==> config.mk <==
export PLATFORM = sky130hd
export DESIGN_NAME = tick_counter
export DESIGN_NICKNAME = d
export VERILOG_FILES = /design/src/rtl/tick_counter.sv
export SDC_FILE = /design/constraint.sdc
export NUM_CORES = 1
export LEC_CHECK = 0
export CAP_MARGIN = 5
export CELL_PAD_IN_SITES_DETAIL_PLACEMENT = 1
export CELL_PAD_IN_SITES_GLOBAL_PLACEMENT = 2
export CORE_UTILIZATION = 35
export CTS_CLUSTER_SIZE = 8
export DETAILED_ROUTE_END_ITERATION = 16
export PLACE_DENSITY = 0.88
export SYNTH_ARGS = -nofsm -noshare
export SYNTH_HDL_FRONTEND = slang
export SYNTH_SLANG_ARGS = --single-unit
==> constraint.sdc <==
create_clock -name clk_i -period 7.1 [get_ports clk_i]
set_input_delay 1.42 -clock clk_i [delete_from_list [all_inputs] [get_ports clk_i]]
set_output_delay 1.42 -clock clk_i [all_outputs]
set_load 0.01 [all_outputs]
==> src/rtl/tick_counter.sv <==
// Prescaled up/down tick counter with wrap and one-shot modes.
// The count advances once per DIV clk_i cycles, entirely in the clk_i domain.
module tick_counter #(
    parameter int unsigned CLK_HZ  = 100_000_000,
    parameter int unsigned TICK_HZ = 1,
    parameter int unsigned WIDTH   = 32,
    parameter int unsigned MAX_W   = 8
) (
    input  logic             clk_i,
    input  logic             rst_ni,
    input  logic             en_i,
    input  logic             clear_i,
    input  logic             dir_i,
    input  logic             mode_i,
    input  logic [MAX_W-1:0] max_i,
    output logic [WIDTH-1:0] count_o,
    output logic             tick_o,
    output logic             wrap_o,
    output logic             done_o
);

    if (TICK_HZ == 0 || TICK_HZ > CLK_HZ || MAX_W > WIDTH) begin : g_bad_params
        $error("tick_counter: invalid CLK_HZ/TICK_HZ/MAX_W/WIDTH combination");
    end

    localparam int unsigned DIV    = (TICK_HZ == 0) ? 1 : CLK_HZ / TICK_HZ;
    localparam int unsigned PW     = (DIV > 1) ? $clog2(DIV) : 1;
    localparam logic [PW-1:0] DIV_M1 = PW'(DIV - 1);

    logic [PW-1:0]    presc_q, presc_d;
    logic [MAX_W-1:0] cnt_q, cnt_d;
    logic             tick_q, tick_d;
    logic             wrap_q, wrap_d;
    logic             done_q, done_d;

    // Next-state logic; tick_q marks the cycle in which the prescaler sits at DIV-1.
    always_comb begin
        presc_d = presc_q;
        cnt_d   = cnt_q;
        tick_d  = 1'b0;
        wrap_d  = 1'b0;
        done_d  = done_q;

        if (clear_i) begin
            presc_d = '0;
            cnt_d   = dir_i ? max_i : '0;
            done_d  = 1'b0;
        end else begin
            if (en_i) begin
                // Prescaler parked at DIV-1 without a tick (enable dropped on the tick cycle)
                if (presc_q == DIV_M1 && !tick_q) begin
                    tick_d = 1'b1;
                end else begin
                    presc_d = (presc_q == DIV_M1) ? '0 : presc_q + PW'(1);
                    tick_d  = (presc_d == DIV_M1);
                end

                if (tick_q && !done_q) begin
                    if (!dir_i) begin
                        if (cnt_q >= max_i) begin
                            if (mode_i) begin
                                done_d = 1'b1;
                            end else begin
                                cnt_d  = '0;
                                wrap_d = 1'b1;
                            end
                        end else begin
                            cnt_d = cnt_q + MAX_W'(1);
                            if (mode_i && cnt_d == max_i) begin
                                done_d = 1'b1;
                            end
                        end
                    end else begin
                        if (cnt_q > max_i) begin
                            cnt_d = max_i;
                        end else if (cnt_q == '0) begin
                            if (mode_i) begin
                                done_d = 1'b1;
                            end else begin
                                cnt_d  = max_i;
                                wrap_d = 1'b1;
                            end
                        end else begin
                            cnt_d = cnt_q - MAX_W'(1);
                            if (mode_i && cnt_d == '0) begin
                                done_d = 1'b1;
                            end
                        end
                    end
                end
            end

            // A zero terminal pins the count regardless of tick or enable
            if (max_i == '0) begin
                cnt_d  = '0;
                wrap_d = 1'b0;
                done_d = 1'b0;
            end
        end
    end

    always_ff @(posedge clk_i or negedge rst_ni) begin
        if (!rst_ni) begin
            presc_q <= '0;
            cnt_q   <= '0;
            tick_q  <= 1'b0;
            wrap_q  <= 1'b0;
            done_q  <= 1'b0;
        end else begin
            presc_q <= presc_d;
            cnt_q   <= cnt_d;
            tick_q  <= tick_d;
            wrap_q  <= wrap_d;
            done_q  <= done_d;
        end
    end

    assign count_o = WIDTH'(cnt_q);
    assign tick_o  = tick_q;
    assign wrap_o  = wrap_q;
    assign done_o  = done_q;

endmodule

; After elaboration in Yosys (flattened, before gate mapping)
; Index checks and enable logic that the tools add are counted.
[op_classes]
addsub = 3
order_cmp = 2
n_eq_ne = 8
mux = 38
reduce_logical = 16
[ops]
columns = cell, count
row1 = 2-to-1 mux 27 bit, 4
row2 = 2-to-1 mux 8 bit, 11
row3 = "equality test 27 bit, second input constant", 2
row4 = "adder 27 x 1 -> 27 bit, second input constant", 1
row5 = logical NOT 8 bit, 3
row6 = 2-to-1 mux 1 bit, 23
row7 = "adder 8 x 1 -> 8 bit, second input constant", 1
row8 = equality test 8 bit, 1
row9 = >= comparator 8 bit, 1
row10 = > comparator 8 bit, 1
row11 = "subtractor 8 x 1 -> 8 bit, second input constant", 1
row12 = "inequality test 6 x 5 -> 1 bit, second input constant", 1
row13 = nonzero test 3 bit, 2
row14 = "inequality test 5 x 2 -> 1 bit, second input constant", 1
row15 = "inequality test 5 x 4 -> 1 bit, second input constant", 1
row16 = AND reduction 5 bit, 1
row17 = nonzero test 5 bit, 1
row18 = logical AND 1 bit, 4
row19 = "inequality test 4 x 3 -> 1 bit, second input constant", 1
row20 = AND reduction 4 bit, 1
row21 = logical NOT 1 bit, 2
row22 = "inequality test 2 bit, second input constant", 1
row23 = AND reduction 2 bit, 1
row24 = nonzero test 2 bit, 1
[word_totals]
regBits = 38
inputBits = 14
out_inout_bits = 35
elab_cells = 72

; Logic depth before layout (Yosys ltp)
[logic_depth]
depth_word = 11
mapped_depth = 12

; Worst setup path after synthesis
; Ideal clock, no wire load.
[synth_timing]
path_kind = input-to-reg
from = input max_i[5]
to = register cnt_q[2]
t_arrival_ns = 3.285
slack_ns = 3.733
stages = 9
n_path_buf = 0
cell_sequence = inv_1 -> ha_1 -> a21oi_1 -> o21a_1 -> nor2_1 -> or2_2 -> o31a_1 -> or4_1 -> a31oi_1
[synth_via]
elab_chain_len = 7
elab_cells_between_ends = 15
cone_classes = order compare (2) / eq/ne (2) / mux (7) / reduce/logical (4)
[synth_rtl]
columns = element, line
row1 = "start, declared", 15  ; input logic [MAX_W-1:0] max_i,
row2 = >= comparator 8 bit or > comparator 8 bit (tied branches), "60, 74"
row3 = "2-to-1 mux 8 bit, on equally long branches", "60, 74"
row4 = 2-to-1 mux 8 bit, 59  ; if (!dir_i) begin
row5 = 2-to-1 mux 8 bit, 58  ; if (tick_q && !done_q) begin
row6 = 2-to-1 mux 8 bit, 49  ; if (en_i) begin
row7 = 2-to-1 mux 8 bit, 94  ; if (max_i == '0) begin
row8 = 2-to-1 mux 8 bit, 44  ; if (clear_i) begin
row9 = "end signal, assigned", 111  ; cnt_q <= cnt_d;
row10 = "end, declared", 31  ; logic [MAX_W-1:0] cnt_q, cnt_d;
; Several ways; a longest one is shown, not always the timed one. The select of a mux whose other input is x is not followed.
; A chain may end at the register's enable or synchronous reset.

; Worst setup path after layout
[layout_timing]
from = input max_i[7]
to = register cnt_q[0]
; Same word-level chain as after synthesis.

==> reports/qor.csv <==
metric,value,unit
status,completed,
critPathMaxFanout,16,
ant_nets,0,
critPathMaxStageDelay,0.91,ns
drive_above_1_share,0.0324,
min_path_cells,2,
vias_per_cell,5.64,
n_antenna_cell,0,
drt-pass1-iter-count,4,
synthCells,464,
ys_ff_latch,38,
avgSynthCellArea,7.61,µm²
row_count,36,
total_power,674,µW
ys_types,59,
min_period,4.27,ns
cts-htree-levels,2,
slew_viol_final,0,
setup_viol,0,
power_density,176,mW/mm²
switchingPower,221,µW
switching_share,0.328,
cts_resized,0,
grt_pass1_vias,3262,
grt.met1_usage,0.310,
finalNetCount,489,
p_int,453,µW
synthTopCellsByArea,"dfrtp_1 (27%), buf_4 (6.0%), nor2_1 (5.1%)",
drt_wl_total,10600,µm
dp_hpwl,7810,µm
synth_edf_count,0,
gp_congestion,0.895,
antenna_found_initial,0,
syn_area,0.00353,mm²
track_usage,0.209,
cts_buffers,5,
ff2ff_path_depth,7,
yosysSeqAreaShare,0.269,
startpoint_type,input pin,
synth_top_area_share,0.269,
critPathKind,in2reg,
period_share,0.602,
async_flop_share,1.00,
cts.path.max_buffers,2,
r2r_slack,3.98,ns
die_w,102,µm
worstMarginPinSlew,1.14,ns
initial_core_util,0.361,
hold_buffers,0,
reg2reg_from,presc_q[3]$_DFFE_PN0P_,
wl_per_cell,17.8,µm
synth_top_cell_by_area,dfrtp_1,
grt-busiest-layer,met2,
cts_setup_buffers,0,
root_buffer,clkbuf_8,
hold_viol,0,
hold_path_end,done_o$_DFFE_PN0P_,
p_seq_frac,0.376,
die_area,0.0105,mm²
power_frac_clock,0.345,
ys_warn_count,0,
cap_violations,0,
crit_arrival,4.46,ns
crit_chain,"clkdlybuf4s50_1, inv_1, ha_1, nand2_1, o21a_1, nor2_1, nor3_1, o211ai_1, o21ai_0, o22a_1",
leakage,1.55,nW
setup_tns,0,ns
fmax,234,MHz
cts_tree,built,
clock_skew,0.0148,ns
die_h,102,µm
met3_usage,0.0198,
reg2reg_to,presc_q[6]$_DFFE_PN0P_,
critPathSlowestCell,o211ai_1,
placed_area,0.00369,mm²
core_area,0.00977,mm²
path_clk_slew,0.07,ns
hold_start,done_o$_DFFE_PN0P_,
drt-initial-drc-count,203,
synthFlopType,dfrtp_1,
critPathCaptureType,flop,
vias,3361,
cts.sinks,38,
pin_count,49,
fin_area,0.00383,mm²
clk_latency,0.31,ns
grtUsageMet2,0.327,
required,7.29,ns
p_comb_frac,0.279,
rsz0062_at_grt,no,
vdd_drop_max,0.0000705,V
grt_overflow,0,
grt_pass1_wl,17100,µm
max-slew-margin-rel,0.237,
grt_max_degree,39,
drc,0,
port_buffers,24,
area_growth_syn_to_layout,8.50,%
hp-class,reg2reg,
[synth_stat cells (all sizes together) (6+ instances only)]
library cell   n
nor2          48
nand2         46
o21ai         41
buf           38
dfrtp         38
nand3         24
clkbuf        19
a21oi         16
xnor2         15
ha            13
nand4         13
xor2          13
inv           12
nor3          10
o31ai         10
and2           9
nand2b         9
and3           8
nor4           7
a31oi          6
[worst max path at each step]
stage	startpoint	endpoint	slack, ns	cells after the start
final	max_i[7]	cnt_q[0]$_DFFE_PN0P_	2.83	10
after global routing	max_i[7]	cnt_q[0]$_DFFE_PN0P_	2.53	10
after CTS	max_i[7]	cnt_q[0]$_DFFE_PN0P_	2.86	10
after detailed placement	max_i[7]	cnt_q[0]$_DFFE_PN0P_	2.56	10
after global placement	max_i[7]	cnt_q[0]$_DFFE_PN0P_	2.70	10
after floorplan	max_i[5]	cnt_q[2]$_DFFE_PN0P_	3.73	9
[flip-flops by register name, summed over array words and instances, names as in the netlist]
register,count
done_o,1
cnt_q,8
presc_q,27
wrap_o,1
tick_o,1
[cells by family (layout without fill, tap and decap cells)]
kind of cell,Yosys count,count (layout),share of synthesized area
AND/OR/NAND/NOR,202,202,0.290
AO/OA/AOI/OAI,110,110,0.206
buffers and inverters,69,45,0.108
flip-flops,38,38,0.269
XOR/XNOR,28,28,0.0695
adder cells (fa/ha/maj),13,13,0.0461
multiplexers,3,3,0.00921
other,1,24,0.00106
[metal layers]
metal	routed length, µm	vias up	share of wire
li1	-	1611	-
met1	5230	1657	0.49
met2	4770	83	0.45
met3	504	10	0.048
met4	92	0	0.0087
met5	0	-	0
[area by class of cell]
| class | count | area (µm²) |
|---|---|---|
| Clock buffer | 6 | 82.6 |
| Clock inverter | 2 | 60.1 |
| Fill cell | 1224 | 5940 |
| Inverter | 12 | 45.0 |
| Multi-Input combinational cell | 380 | 2280 |
| Sequential cell | 38 | 951 |
| Tap cell | 133 | 166 |
| Timing Repair Buffer | 25 | 243 |
[metrics by stage]
stage	setup WS, ns	hold slack, ns	utilization	std cells
2_1_floorplan	3.73	0.489	-	487
3_3_place_gp	2.70	0.526	0.377	588
3_5_place_dp	2.56	0.534	0.377	588
4_1_cts	2.86	0.552	0.392	596
5_1_grt	2.53	0.594	0.392	596
6_report	2.83	0.551	0.392	596
[power by group through the flow]
| stage | Sequential (mW) | Combinational (mW) | Clock [mW] |
|---|---|---|---|
| 3_3_place_gp | 0.256 | 0.182 | 0 |
| 3_5_place_dp | 0.257 | 0.187 | 0 |
| 5_1_grt | 0.255 | 0.208 | 0.245 |
| 2_1_floorplan | 0.243 | 0.141 | 0 |
| 4_1_cts | 0.253 | 0.188 | 0.236 |
| 6_report | 0.253 | 0.188 | 0.232 |
[cells in the final DEF, fill, tap and decap left out, types with 8 or more instances in the layout]
cell,count
o21ai_1,8
o21ai_0,32
inv_1,12
nor3_1,10
ha_1,13
dfrtp_1,38
xnor2_1,15
xor2_1,13
nand2b_1,9
nand2_1,46
and3_1,8
nor2_1,48
a21oi_1,16
o31ai_1,10
nand4_1,13
nand3_1,24
clkdlybuf4s50_1,23
conb_1,24
[critical path, delay by kind of cell]
kind,cells,cell delay [ns]
fa+ha+maj,1,0.31
simple gates,3,0.39
buf+inv,2,0.73
compound gates,4,1.58
(Power assumes the default switching activity.)
